[config.mk]
export PLATFORM = sky130hd
export DESIGN_NAME = wavetable_reader
export DESIGN_NICKNAME = d
export VERILOG_FILES = /design/src/rtl/wavetable_pkg.sv /design/src/rtl/wavetable_reader_lfo_interp.sv /design/src/rtl/wavetable_reader.sv
export SDC_FILE = /design/constraint.sdc
export NUM_CORES = 1
export LEC_CHECK = 0
export CAP_MARGIN = 0
export CORE_ASPECT_RATIO = 1.1
export CORE_UTILIZATION = 45
export DETAILED_ROUTE_END_ITERATION = 8
export PLACE_DENSITY = 0.72
export SYNTH_ARGS = -nofsm -noshare
export SYNTH_HDL_FRONTEND = slang
export SYNTH_SLANG_ARGS = --single-unit
export TNS_END_PERCENT = 10
[constraint.sdc]
create_clock -name clk_i -period 8.5 [get_ports clk_i]
set_clock_uncertainty 0.15 [all_clocks]
set_input_delay 1.275 -clock clk_i [delete_from_list [all_inputs] [get_ports clk_i]]
set_output_delay 1.275 -clock clk_i [all_outputs]
set_load 0.02 [all_outputs]
[src/rtl/wavetable_pkg.sv]
// ---------------------------------------------------------------------------
// wavetable_pkg
// Shared definitions for the wavetable LFO reader: default parameter values
// and the lookup sequencer state encoding.
// ---------------------------------------------------------------------------
package wavetable_pkg;

   localparam int DWIDTH_DEF  = 16;   // sample width (unsigned)
   localparam int AWIDTH_DEF  = 9;    // table address width
   localparam int PHASE_W_DEF = 24;   // phase accumulator width
   localparam int FRAC_W_DEF  = 8;    // interpolation fraction width

   // One state per cycle of a lookup; the tick arrives in IDLE (cycle 0).
   // The second address phase overlaps the first capture, so there is no
   // separate ADDR1 state: CAPT0 is that cycle. DONE is the cycle in which
   // the result pulse is visible, keeping the block busy until it ends.
   typedef enum logic [2:0] {
      ST_IDLE  = 3'd0,   // waiting for tick
      ST_ADDR0 = 3'd1,   // cycle 1: address idx at ROM, present idx+1 next
      ST_CAPT0 = 3'd2,   // cycle 2: capture s0 (ADDR1 merged here)
      ST_CAPT1 = 3'd3,   // cycle 3: capture s1
      ST_MUL   = 3'd4,   // cycle 4: register (s1-s0)*frac
      ST_OUT   = 3'd5,   // cycle 5: register s0 + product/2**FRAC_W
      ST_DONE  = 3'd6    // cycle 6: lfo_valid_o high
   } state_t;

endpackage

[src/rtl/wavetable_reader_lfo_interp.sv]
// ---------------------------------------------------------------------------
// lfo_interp
// Two-stage linear interpolation datapath between adjacent table samples.
//   clk_i     : clock
//   srst_i    : synchronous active-high reset
//   mul_en_i  : load the product register (MUL cycle)
//   out_en_i  : load the output register (OUT cycle)
//   s0_i/s1_i : adjacent samples, unsigned, held stable by the parent
//   frac_i    : interpolation fraction, unsigned
//   lfo_o     : interpolated value, held between updates
// ---------------------------------------------------------------------------
module lfo_interp
   import wavetable_pkg::*;
#(
   parameter int DWIDTH = DWIDTH_DEF,
   parameter int FRAC_W = FRAC_W_DEF
) (
   input  logic              clk_i,
   input  logic              srst_i,
   input  logic              mul_en_i,
   input  logic              out_en_i,
   input  logic [DWIDTH-1:0] s0_i,
   input  logic [DWIDTH-1:0] s1_i,
   input  logic [FRAC_W-1:0] frac_i,
   output logic [DWIDTH-1:0] lfo_o
);

   localparam int PW = DWIDTH + 1 + FRAC_W;

   logic signed [DWIDTH:0] w_diff;
   logic signed [PW-1:0]   w_prod;
   logic signed [PW-1:0]   r_prod;
   logic [DWIDTH-1:0]      r_lfo;

   // Signed difference and product; |diff*frac| < 2**(DWIDTH+FRAC_W) so PW bits never overflow
   always_comb begin
      w_diff = $signed({1'b0, s1_i}) - $signed({1'b0, s0_i});
      w_prod = PW'(w_diff) * PW'($signed({1'b0, frac_i}));
   end

   // Pipeline registers: product in MUL, sum in OUT (arithmetic shift floors toward -inf)
   always_ff @(posedge clk_i) begin
      if (srst_i) begin
         r_prod <= {PW{1'b0}};
         r_lfo  <= {DWIDTH{1'b0}};
      end else begin
         if (mul_en_i) begin
            r_prod <= w_prod;
         end else begin
            r_prod <= r_prod;
         end
         if (out_en_i) begin
            r_lfo <= s0_i + DWIDTH'(r_prod >>> FRAC_W);
         end else begin
            r_lfo <= r_lfo;
         end
      end
   end

   assign lfo_o = r_lfo;

endmodule

[src/rtl/wavetable_reader.sv]
// ---------------------------------------------------------------------------
// wavetable_reader
// Phase-accumulator LFO that reads two adjacent samples from an external
// wavetable ROM (registered address, 1-cycle latency) and linearly
// interpolates between them. One lookup per accepted tick, 6-cycle latency.
//   clk_i        : clock
//   srst_i       : synchronous active-high reset, highest priority
//   tick_i       : sample strobe; ignored (and flagged) while busy
//   phase_inc_i  : phase increment, sampled on an accepted tick only
//   phase_rst_i  : zero the phase accumulator
//   rom_rdaddr_o : registered ROM read address
//   rom_rddata_i : ROM data, one cycle after the address
//   lfo_o        : interpolated output, held between updates
//   lfo_valid_o  : one-cycle pulse when lfo_o updates
//   busy_o       : lookup in progress
//   overrun_o    : sticky, a tick arrived while busy
// ---------------------------------------------------------------------------
module wavetable_reader
   import wavetable_pkg::*;
#(
   parameter int DWIDTH  = DWIDTH_DEF,
   parameter int AWIDTH  = AWIDTH_DEF,
   parameter int PHASE_W = PHASE_W_DEF,
   parameter int FRAC_W  = FRAC_W_DEF
) (
   input  logic               clk_i,
   input  logic               srst_i,
   input  logic               tick_i,
   input  logic [PHASE_W-1:0] phase_inc_i,
   input  logic               phase_rst_i,
   output logic [AWIDTH-1:0]  rom_rdaddr_o,
   input  logic [DWIDTH-1:0]  rom_rddata_i,
   output logic [DWIDTH-1:0]  lfo_o,
   output logic               lfo_valid_o,
   output logic               busy_o,
   output logic               overrun_o
);

   state_t             r_state;
   state_t             w_next_state;
   logic [PHASE_W-1:0] r_phase;
   logic [PHASE_W-1:0] w_lookup_phase;
   logic [AWIDTH-1:0]  r_idx;
   logic [AWIDTH-1:0]  r_rom_addr;
   logic [FRAC_W-1:0]  r_frac;
   logic [DWIDTH-1:0]  r_s0;
   logic [DWIDTH-1:0]  r_s1;
   logic               r_valid;
   logic               r_busy;
   logic               r_overrun;
   logic               w_accept;
   logic               w_load_addr1;
   logic               w_cap0;
   logic               w_cap1;
   logic               w_mul_en;
   logic               w_out_en;
   logic [DWIDTH-1:0]  w_lfo;

   // Phase used by a lookup: a coincident phase sync makes it start from zero
   always_comb begin
      if (phase_rst_i) begin
         w_lookup_phase = {PHASE_W{1'b0}};
      end else begin
         w_lookup_phase = r_phase;
      end
   end

   // State register
   always_ff @(posedge clk_i) begin
      if (srst_i) begin
         r_state <= ST_IDLE;
      end else begin
         r_state <= w_next_state;
      end
   end

   // Next-state logic: only IDLE waits, every other state advances
   always_comb begin
      w_next_state = r_state;
      case (r_state)
         ST_IDLE: begin
            if (tick_i) begin
               w_next_state = ST_ADDR0;
            end else begin
               w_next_state = ST_IDLE;
            end
         end
         ST_ADDR0: w_next_state = ST_CAPT0;
         ST_CAPT0: w_next_state = ST_CAPT1;
         ST_CAPT1: w_next_state = ST_MUL;
         ST_MUL:   w_next_state = ST_OUT;
         ST_OUT:   w_next_state = ST_DONE;
         ST_DONE:  w_next_state = ST_IDLE;
         default:  w_next_state = ST_IDLE;
      endcase
   end

   // Per-state datapath strobes
   always_comb begin
      w_accept     = 1'b0;
      w_load_addr1 = 1'b0;
      w_cap0       = 1'b0;
      w_cap1       = 1'b0;
      w_mul_en     = 1'b0;
      w_out_en     = 1'b0;
      case (r_state)
         ST_IDLE:  w_accept     = tick_i;
         ST_ADDR0: w_load_addr1 = 1'b1;
         ST_CAPT0: w_cap0       = 1'b1;
         ST_CAPT1: w_cap1       = 1'b1;
         ST_MUL:   w_mul_en     = 1'b1;
         ST_OUT:   w_out_en     = 1'b1;
         default:  w_accept     = 1'b0;
      endcase
   end

   // Phase accumulator, ROM address, sample capture and status flags
   always_ff @(posedge clk_i) begin
      if (srst_i) begin
         r_phase    <= {PHASE_W{1'b0}};
         r_idx      <= {AWIDTH{1'b0}};
         r_frac     <= {FRAC_W{1'b0}};
         r_rom_addr <= {AWIDTH{1'b0}};
         r_s0       <= {DWIDTH{1'b0}};
         r_s1       <= {DWIDTH{1'b0}};
         r_valid    <= 1'b0;
         r_busy     <= 1'b0;
         r_overrun  <= 1'b0;
      end else begin
         if (w_accept) begin
            r_idx      <= w_lookup_phase[PHASE_W-1 -: AWIDTH];
            r_frac     <= w_lookup_phase[PHASE_W-AWIDTH-1 -: FRAC_W];
            r_rom_addr <= w_lookup_phase[PHASE_W-1 -: AWIDTH];
            r_phase    <= w_lookup_phase + phase_inc_i;
         end else if (phase_rst_i) begin
            r_phase    <= {PHASE_W{1'b0}};
         end else begin
            r_phase    <= r_phase;
         end
         // idx+1 wraps naturally at AWIDTH bits (last entry pairs with entry 0)
         if (w_load_addr1) begin
            r_rom_addr <= r_idx + AWIDTH'(1'b1);
         end
         if (w_cap0) begin
            r_s0 <= rom_rddata_i;
         end
         if (w_cap1) begin
            r_s1 <= rom_rddata_i;
         end
         if (tick_i && (r_state != ST_IDLE)) begin
            r_overrun <= 1'b1;
         end
         r_valid <= w_out_en;
         r_busy  <= (w_next_state != ST_IDLE);
      end
   end

   lfo_interp #(
      .DWIDTH (DWIDTH),
      .FRAC_W (FRAC_W)
   ) u_interp (
      .clk_i    (clk_i),
      .srst_i   (srst_i),
      .mul_en_i (w_mul_en),
      .out_en_i (w_out_en),
      .s0_i     (r_s0),
      .s1_i     (r_s1),
      .frac_i   (r_frac),
      .lfo_o    (w_lfo)
   );

   assign rom_rdaddr_o = r_rom_addr;
   assign lfo_o        = w_lfo;
   assign lfo_valid_o  = r_valid;
   assign busy_o       = r_busy;
   assign overrun_o    = r_overrun;

endmodule

# After elaboration in Yosys (flattened, before gate mapping)
# Index checks and enable logic that the tools add are counted.
# W data, S select, Z words.
[totals]
register_bits = 128
input_bits = 44
output_inout_bits = 28
elab_cells = 39
[op_classes]
addsub = 4
mul = 1
eq_ne = 5
mux = 12
reduce_logical = 5
[ops]
columns = ["op", "n"]
rows = [
  ["$mux W24", 2],
  ["$add A24 B24 Y24", 1],
  ["$mul A17 B9 Y24", 1],
  ["$mux W9", 2],
  ["$pmux W3 S6", 1],
  ["$sub A16 B16 Y17", 1],
  ["$add A16 B16 Y16", 1],
  ["$add A9 B1 Y9 const B", 1],
  ["$mux W1", 7],
  ["$eq A3 B2 Y1 const B", 2],
  ["$eq A3 B3 Y1 const B", 2],
  ["$reduce_bool A3 Y1", 2],
  ["$eq A3 B1 Y1 const B", 1],
  ["$logic_not A3 Y1", 1],
  ["$reduce_bool A2 Y1", 1],
  ["$logic_and A1 B1 Y1", 1],
]

# Logic depth before layout (Yosys ltp)
# Gate-level depths: netlist of run 1.
[depth]
word_depth = 4
mapped_depth = 29

# By module
# From an unflattened synthesis of run 1, not the netlist that was laid out.
[unflattened]
hier_cells = 1406
area_unflattened_um2 = 11532.3
[modules_own_cells]
columns = ["mod", "n_inst", "cells_each", "area_each_um2"]
rows = [
  ["lfo_interp", 1, 819, 6960.4],
  ["wavetable_reader", 1, 587, 4571.9],
]

# Worst setup path before layout of run 1
# OpenSTA, ideal clock, no wires.
[synth_timing]
path_type = "register -> register"
startpoint = "register r_s0[1]"
endpoint = "register u_interp.r_prod[19]"
setup_time_ps = 132
t_arrival_ps = 6708
required_time_ps = 8218
setup_slack_ps = 1510
path_stages_with_launch = 28
path_cell_list = "dfxtp_1 -> inv_1 -> ha_1 -> nor2b_1 -> o21ai_0 -> a21boi_1 -> o21ai_0 -> a21oi_1 -> o21a_1 -> o311ai_1 -> nand2_1 -> fa_1 -> inv_1 -> fa_1 -> fa_1 -> inv_1 -> fa_1 -> inv_1 -> ha_1 -> a21o_1 -> a2111oi_0 -> o41ai_2 -> a211oi_1 -> nor2_1 -> a21oi_1 -> o21bai_2 -> mux2i_1 -> a21oi_1"
[synth_via]
elab_chain_len = 2
[synth_lines]
columns = ["item", "line_no", "rtl"]
rows = [
  ["from (decl)", "wavetable_reader.sv:46", "logic [DWIDTH-1:0] r_s0;"],
  ["from (signal assigned)", "wavetable_reader.sv:124", "r_s0 <= {DWIDTH{1'b0}};"],
  ["from (signal assigned)", "wavetable_reader.sv:145", "r_s0 <= rom_rddata_i;"],
  ["$sub A16 B16 Y17", "wavetable_reader_lfo_interp.sv:37", "w_diff = $signed({1'b0, s1_i}) - $signed({1'b0, s0_i});"],
  ["$mul A17 B9 Y24", "wavetable_reader_lfo_interp.sv:38", "w_prod = PW'(w_diff) * PW'($signed({1'b0, frac_i}));"],
  ["to (signal assigned)", "wavetable_reader_lfo_interp.sv:44", "r_prod <= {PW{1'b0}};"],
  ["to (signal assigned)", "wavetable_reader_lfo_interp.sv:48", "r_prod <= w_prod;"],
  ["to (signal assigned)", "wavetable_reader_lfo_interp.sv:50", "r_prod <= r_prod;"],
  ["to (decl)", "wavetable_reader_lfo_interp.sv:32", "logic signed [PW-1:0] r_prod;"],
]
# Every way passes these cells.
# A chain may end at the register's enable or synchronous reset.

# Final worst setup path of run 1
# Same ends and word-level chain as after synthesis.

==> results.md, run 1 <==
- CORE AREA: between 20000 and 25000 um^2
- Total number of vias: 9477
- Hpwl dp: between 15000 and 20000 um
- Combinational Power Share: around a quarter
- Post-synth EDFFs: 0
- Critical path class: flop to flop
- Clock Latency Late Sink: 0.41 ns
- Post-route ant nets: 0
- I/O Pins: 72
- CTS tree: done
- Flop2flop setup slack: 1.10 ns
- Share of post-route cells with drive strength above 1: 3.06%
- Post-route insts no fill: 1782
- Final period utilization: 87.1%
- Initial antenna violation count: 0
- Iteration-0 DRC Markers: 537
- Post-synth top flop: dfxtp_1
- FFs w/ async S/R, synth: 0%
- Synthesized flop and latch total: 120
- Area Overhead vs Synth: 13.4%
- Setup WS post-layout: 1.10 ns
- Clock Power Share: 40.0%
- Post-DR wirelength/cell: 14.9 um
- Unique masters post-synth: 55
- RSZ-0062 raised after global routing: false
- Slew HR: 21.6%
- Root buf cell: clkbuf_16
- Reg power frac: ~35%
- VDD IR max: 0.166 mV
- Starting Density: between 40 and 50%
- Setup TNS: 0 ns
- Crit path largest cell delay: about 0.56 ns
- Setup Slack @ Placement: 1.08 ns
- Outcome: finished clean
- Antenna diode count: 0
- Seq/Total Area, Yosys: about a fifth
- Hold buffer count at cts: 0
- Multi-input logic area: 8020 um^2
- First-pass detailed-route iteration total: 5
- Inst Count DP: 1750
- Htree depth: 4
- Die area: about 26000 um^2
- Synth Area per Inst: around 8 um^2
- Synth Warn #: 0
- Post-CTS sizing: 0
- Num CTS Buffers: 17
- Post-CTS setup buffers: 0
- Crit. End Element: flop
- Worst path slowest cell: fa_1
- Actual slew at the worst max-slew pin: 1.17 ns
- Final Setup Violations: 0
- Cells after Synth: 1414
- Leak: ~5.8 nW
- Critical path peak fanout: 8
- Worst Setup Start Kind: flop
- Clk buf depth: 2
- CP Buf/Inv Count: 4
- Internal Pwr Total: 1.15 mW
- Largest net degree at the start of global routing: just over 100
- FP Rows: 60
- Placed Area: 12200 um^2
- Max-Cap Viols: 0
- Sw power: 0.536 mW
- Port buffer count: 71
- Worst Path Arrival: 7.50 ns
- Reg clk slew, reported paths: 0.06 ns
- Max Fclk: approximately 140 MHz
- CP required: 8.60 ns
- FILL cells: 2222
- First-pass GRT wire length: 45600 um
- Slew Limit Fails: 0
- Clk sinks: 120
- Routability cong.: 0.851
- Pwr dens: 132 nW/um^2
- Tot GR Track Use: 21.7%
- Residual DRC count: 0
- Post-Route WL: approximately 27000 um
- Nets: 1706
- Largest delay contributor family on the critical path: compound AO/OA/AOI/OAI gates
- Syn nets: 1661
- Worst hold path type: flop to flop
- Vias in the first global route: between 9000 and 10000
- Die width: 153 um
- Final hold vios: 0
- Sequential Area: 2400 um^2
- DR vias/cell: 5.32
- Net Sw Frac: 31.7%
- Gr ovfl total: 0
- Minimum clock period: 7.40 ns
- Die Height: about 170 um
- Final instance area: 12800 um^2
- Post-Syn Area: around 11000 um^2
## worst min-delay path, delay by kind of cell, from the launching register on
kind             cells  cell delay, ns
AND/OR/NAND/NOR      1            0.05
flip-flops           1            0.31
AO/OA/AOI/OAI        1            0.05
## flip-flops by register name (all words and copies together) (netlist names)
signal / count
rom_rdaddr_o: 9
lfo_valid_o: 1
u_interp.r_prod: 16
r_s1: 16
r_frac: 8
r_state: 3
r_phase: 24
r_idx: 9
busy_o: 1
overrun_o: 1
u_interp.lfo_o: 16
r_s0: 16
## through the flow
stage | utilization (%) | total power, mW | hold slack (ns)
after floorplan | - | 0.882 | 0.286
after global placement | 49.8 | 1.02 | 0.295
after detailed placement | 49.8 | 1.02 | 0.299
after CTS | 52.1 | 1.70 | 0.310
after global routing | 52.1 | 1.78 | 0.336
final | 52.1 | 1.69 | 0.306
## final cells by class
type / instances / share of cell area, %
Tap cell: 310 / 3.03
Sequential cell: 120 / 18.8
Timing Repair Buffer: 78 / 5.95
Clock inverter: 10 / 0.763
Multi-Input combinational cell: 1065 / 62.7
Clock buffer: 22 / 3.63
Inverter: 177 / 5.19
## cell usage in the layout (no fill, tap or decap), types with 4 or more instances in the layout
master           count
fa_1               105
o21bai_1             4
dfxtp_1            120
clkinv_4             4
inv_1              177
a22oi_1              4
nand3b_1             5
clkbuf_16           17
a21oi_1            148
o21ai_1              4
nand3_1             19
a21o_1              19
and3_1              16
clkdlybuf4s50_1     70
a211oi_1            14
o21a_1              13
a31oi_1              6
xor2_1              15
nor2_1              54
nand2_1            262
or3_1                8
buf_4                8
xnor2_1             44
ha_1                98
and2b_1              5
a211o_1              4
and2_1              61
o211ai_1             8
nand2b_1            16
nor3_1              24
nor2b_1             41
o21ai_0             25
## per-layer routing
layer	vias up	wire, um	track usage [%]
li1	4710	-	-
met3	42	1150	3.22
met4	0	532	6.50
met2	224	12700	37.4
met1	4501	12200	28.1
met5	-	0	0
## cell families (layout without fill, tap and decap cells)
kind of cell             count (synthesis)  count (layout)  share of synthesized area [%]
buffers and inverters                  229             287                           7.62
adder cells (fa/ha/maj)                203             203                           29.5
multiplexers                             2               2                          0.177
AND/OR/NAND/NOR                        526             526                           22.0
XOR/XNOR                                59              59                           4.58
flip-flops                             120             120                           21.3
AO/OA/AOI/OAI                          275             275                           14.8
## final timing paths
| check | cells past startpoint | from | end |
|---|---|---|---|
| worst min-delay path | 2 | r_s1[6] | r_s1[6] |
| worst max register to register | 27 | r_s0[1] | u_interp.r_prod[19] |
| worst max-delay path | 27 | r_s0[1] | u_interp.r_prod[19] |
| worst min register to register | 2 | r_s1[6] | r_s1[6] |
## power by group through the flow
stage / sequential [mW] / combinational, mW / clock [mW]
3_3_place_gp: 0.610 / 0.406 / 0
2_1_floorplan: 0.607 / 0.275 / 0
4_1_cts: 0.599 / 0.414 / 0.685
3_5_place_dp: 0.611 / 0.410 / 0
6_report: 0.599 / 0.415 / 0.676
5_1_grt: 0.602 / 0.462 / 0.712
## cell usage after synthesis (3+ instances only)
library cell / count / area [um^2]
fa_1: 105 / 2100
dfxtp_1: 120 / 2400
o21ai_0: 25 / 125
or2_2: 3 / 18.8
nand2_1: 262 / 983
nor3_1: 24 / 120
xor2_1: 15 / 131
nor3b_1: 3 / 22.5
o211ai_1: 8 / 60.1
and2b_1: 5 / 37.5
clkbuf_1: 52 / 195
a2111oi_0: 3 / 26.3
nor2b_1: 41 / 257
o21a_1: 13 / 97.6
o21ai_1: 4 / 20.0
a21o_1: 19 / 143
ha_1: 98 / 1230
a211oi_1: 14 / 105
or3_1: 8 / 50.1
a21oi_1: 148 / 741
inv_1: 177 / 664
o21bai_1: 4 / 30.0
nand3b_1: 5 / 37.5
nand2b_1: 16 / 100
nor2_1: 54 / 203
nand3_1: 19 / 95.1
a211o_1: 4 / 35.0
xnor2_1: 44 / 385
nand4_1: 3 / 18.8
a31oi_1: 6 / 37.5
and2_1: 61 / 382
a22oi_1: 4 / 30.0
o31ai_1: 3 / 22.5
and3_1: 16 / 100
Power figures use the tool's default switching activity.
==> run 2, diff against run 1 <==
CORE_MARGIN = 1.5   (was not set)
==> run 2 against run 1 <==
  * Global-route usage is 0.53 points lower
  * Critical path type unchanged
  * Flip-flop and latch count did not move
  * Fmax is 2.5% lower
  * Combinational power about the same
  * Highest routed layer unchanged
  * Cell count unchanged
  * Register-to-register slack worse by 0.19 ns
  * Total power rose by 3.2%
  * Non-clock buffer count is the same
  * Die area up 1.3%
  * First-iteration DRC count rose by 0.56%
  * Clock power is 7.8% higher
==> results.md, run 2 (synthesis gave the netlist of run 1 again) <==
- Max-Cap Viols: 0 (unchanged)
- Total number of vias: 9541 (was 9477)
- Placed Area: 12200 um^2 (unchanged)
- Most frequent cells in the layout: 262 x nand2_1, 177 x inv_1, 148 x a21oi_1, 120 x dfxtp_1, 105 x fa_1 (unchanged)
- Power Total: 1.75 mW (was 1.69 mW)
- Root buf cell: clkbuf_16 (unchanged)
- Commonest non-fill, non-tap cell in the layout: nand2_1 (unchanged)
- Final instance area: 12800 um^2 (about the same)
- Nets: 1706 (unchanged)
- Antenna diode count: 0 (unchanged)
- Htree depth: 4 (unchanged)
- Worst hold path type: flop to flop (unchanged)
- Residual DRC count: 0 (unchanged)
- Starting Density: 45.9% (unchanged)
- Area Overhead vs Synth: 13.7% (was 13.4%)
- I/O Pins: 72 (unchanged)
- DR vias/cell: 5.35 (was 5.32)
- Final period utilization: 89.3% (was 87.1%)
- CTS tree: done (unchanged)
- Hpwl dp: 19900 um (was 20000 um)
- Setup Slack @ Placement: 1.08 ns (about the same)
- Die width: 154 um (was 153 um)
- Worst Path Arrival: 7.69 ns (was 7.50 ns)
- Slew HR: 22.0% (was 21.6%)
- Post-CTS sizing: 0 (unchanged)
- Setup TNS: 0 ns (unchanged)
- Hold Path Depth: 2 (unchanged)
- Actual slew at the worst max-slew pin: 1.17 ns (about the same)
- Pwr dens: 136 nW/um^2 (was 132 nW/um^2)
- Largest net degree at the start of global routing: 103 (was 102)
- Flop2flop setup slack: 0.91 ns (was 1.10 ns)
- Leak: 5.79 nW (was 5.76 nW)
- Clk sinks: 120 (unchanged)
- Num CTS Buffers: 17 (unchanged)
- CP required: 8.59 ns (was 8.60 ns)
- Minimum clock period: 7.59 ns (was 7.40 ns)
- Die area: 26000 um^2 (was 25700 um^2)
- FILL cells: 2244 (was 2222)
- Critical path class: flop to flop (unchanged)
- Worst Setup Start Kind: flop (unchanged)
- Crit. End Element: flop (unchanged)
- Final core occ: 52.3% (was 52.1%)
- Tot GR Track Use: 21.2% (was 21.7%)
- Setup WS post-layout: 0.908 ns (was 1.10 ns)
- Die Height: 169 um (was 168 um)
- Register with the most flip-flops: r_phase (unchanged)
- Critical path peak fanout: 8 (unchanged)
- CORE AREA: 24500 um^2 (unchanged)
- Clock Latency Late Sink: 0.41 ns (about the same)
- Post-Route WL: 26500 um (about the same)
- Post-DR wirelength/cell: 14.9 um (about the same)
- Post-route ant nets: 0 (unchanged)
- Gr ovfl total: 0 (unchanged)
- FP Rows: 60 (unchanged)
- Reg clk slew, reported paths: 0.05 ns (was 0.06 ns)
- Final Setup Violations: 0 (unchanged)
- First-pass GRT wire length: 45300 um (was 45600 um)
- Vias in the first global route: 9395 (was 9416)
- Max Fclk: 132 MHz (was 135 MHz)
- First-pass detailed-route iteration total: 5 (unchanged)
- Share of post-route cells with drive strength above 1: 3.19% (was 3.06%)
- Outcome: finished clean (unchanged)
- Hold buffer count at cts: 0 (unchanged)
- Port buffer count: 71 (unchanged)
- Iteration-0 DRC Markers: 540 (was 537)
- VDD IR max: 0.131 mV (was 0.166 mV)
- Post-CTS setup buffers: 0 (unchanged)
- Max reg flops: 24 (unchanged)
- Clk buf depth: 2 (unchanged)
- Initial antenna violation count: 0 (unchanged)
- R2R cell count: 27 (unchanged)
- Final hold vios: 0 (unchanged)
- Routability cong.: 0.870 (was 0.851)
- Slew Limit Fails: 0 (unchanged)
- RSZ-0062 raised after global routing: false (unchanged)
## run 2: critical path, cell delays in order (launching register included)
cell	delay [ns]
dfxtp_1	0.41
inv_1	0.11
ha_1	0.29
nor2b_1	0.13
o21ai_0	0.21
a21boi_1	0.12
o21ai_0	0.21
a21oi_1	0.14
o21a_1	0.23
nor2_1	0.48
nand2_1	0.16
fa_1	0.57
inv_1	0.06
fa_1	0.46
fa_1	0.50
inv_1	0.06
fa_1	0.53
inv_1	0.04
ha_1	0.34
a21o_1	0.18
a2111oi_0	0.49
o41ai_2	0.21
a211oi_1	0.53
nor2_1	0.13
a21oi_1	0.34
o21bai_2	0.10
mux2i_1	0.16
a21oi_1	0.08
## run 2: area by class of cell
type / instances / area [um^2] / area share, %
Clock inverter: 13 / 153 / 1.19
Tap cell: 310 / 388 / 3.02
Clock buffer: 19 / 443 / 3.45
Sequential cell: 120 / 2400 / 18.7
Multi-Input combinational cell: 1065 / 8020 / 62.5
Timing Repair Buffer: 78 / 761 / 5.93
Inverter: 177 / 664 / 5.18
## run 2: final timing paths
path | from | endpoint
worst min-delay path | r_s1[0] | r_s1[0]
worst max register to register | r_s0[1] | u_interp.r_prod[19]
worst min register to register | r_s1[0] | r_s1[0]
worst max-delay path | r_s0[1] | u_interp.r_prod[19]
## run 2: per-stage QoR
stage                     hold WS, ns  std cells
after CTS                       0.306       1782
final                           0.306       1782
after global placement          0.295       1750
after floorplan                 0.286       1414
after global routing            0.317       1782
after detailed placement        0.294       1750
## run 2: routing by layer
layer  global-route usage [%]  share of wire [%]  vias up
met4                     6.29                2.1        0
met2                     35.6                 47      208
met5                        0                  0        -
met1                     28.7                 47     4598
met3                     2.43                3.2       41
li1                         -                  -     4694
## run 2: power by group
group          switching, mW  leakage (nW)  internal [mW]
clock network          0.263         0.293          0.466
logic                  0.263          4.52          0.153
registers             0.0155         0.972          0.584
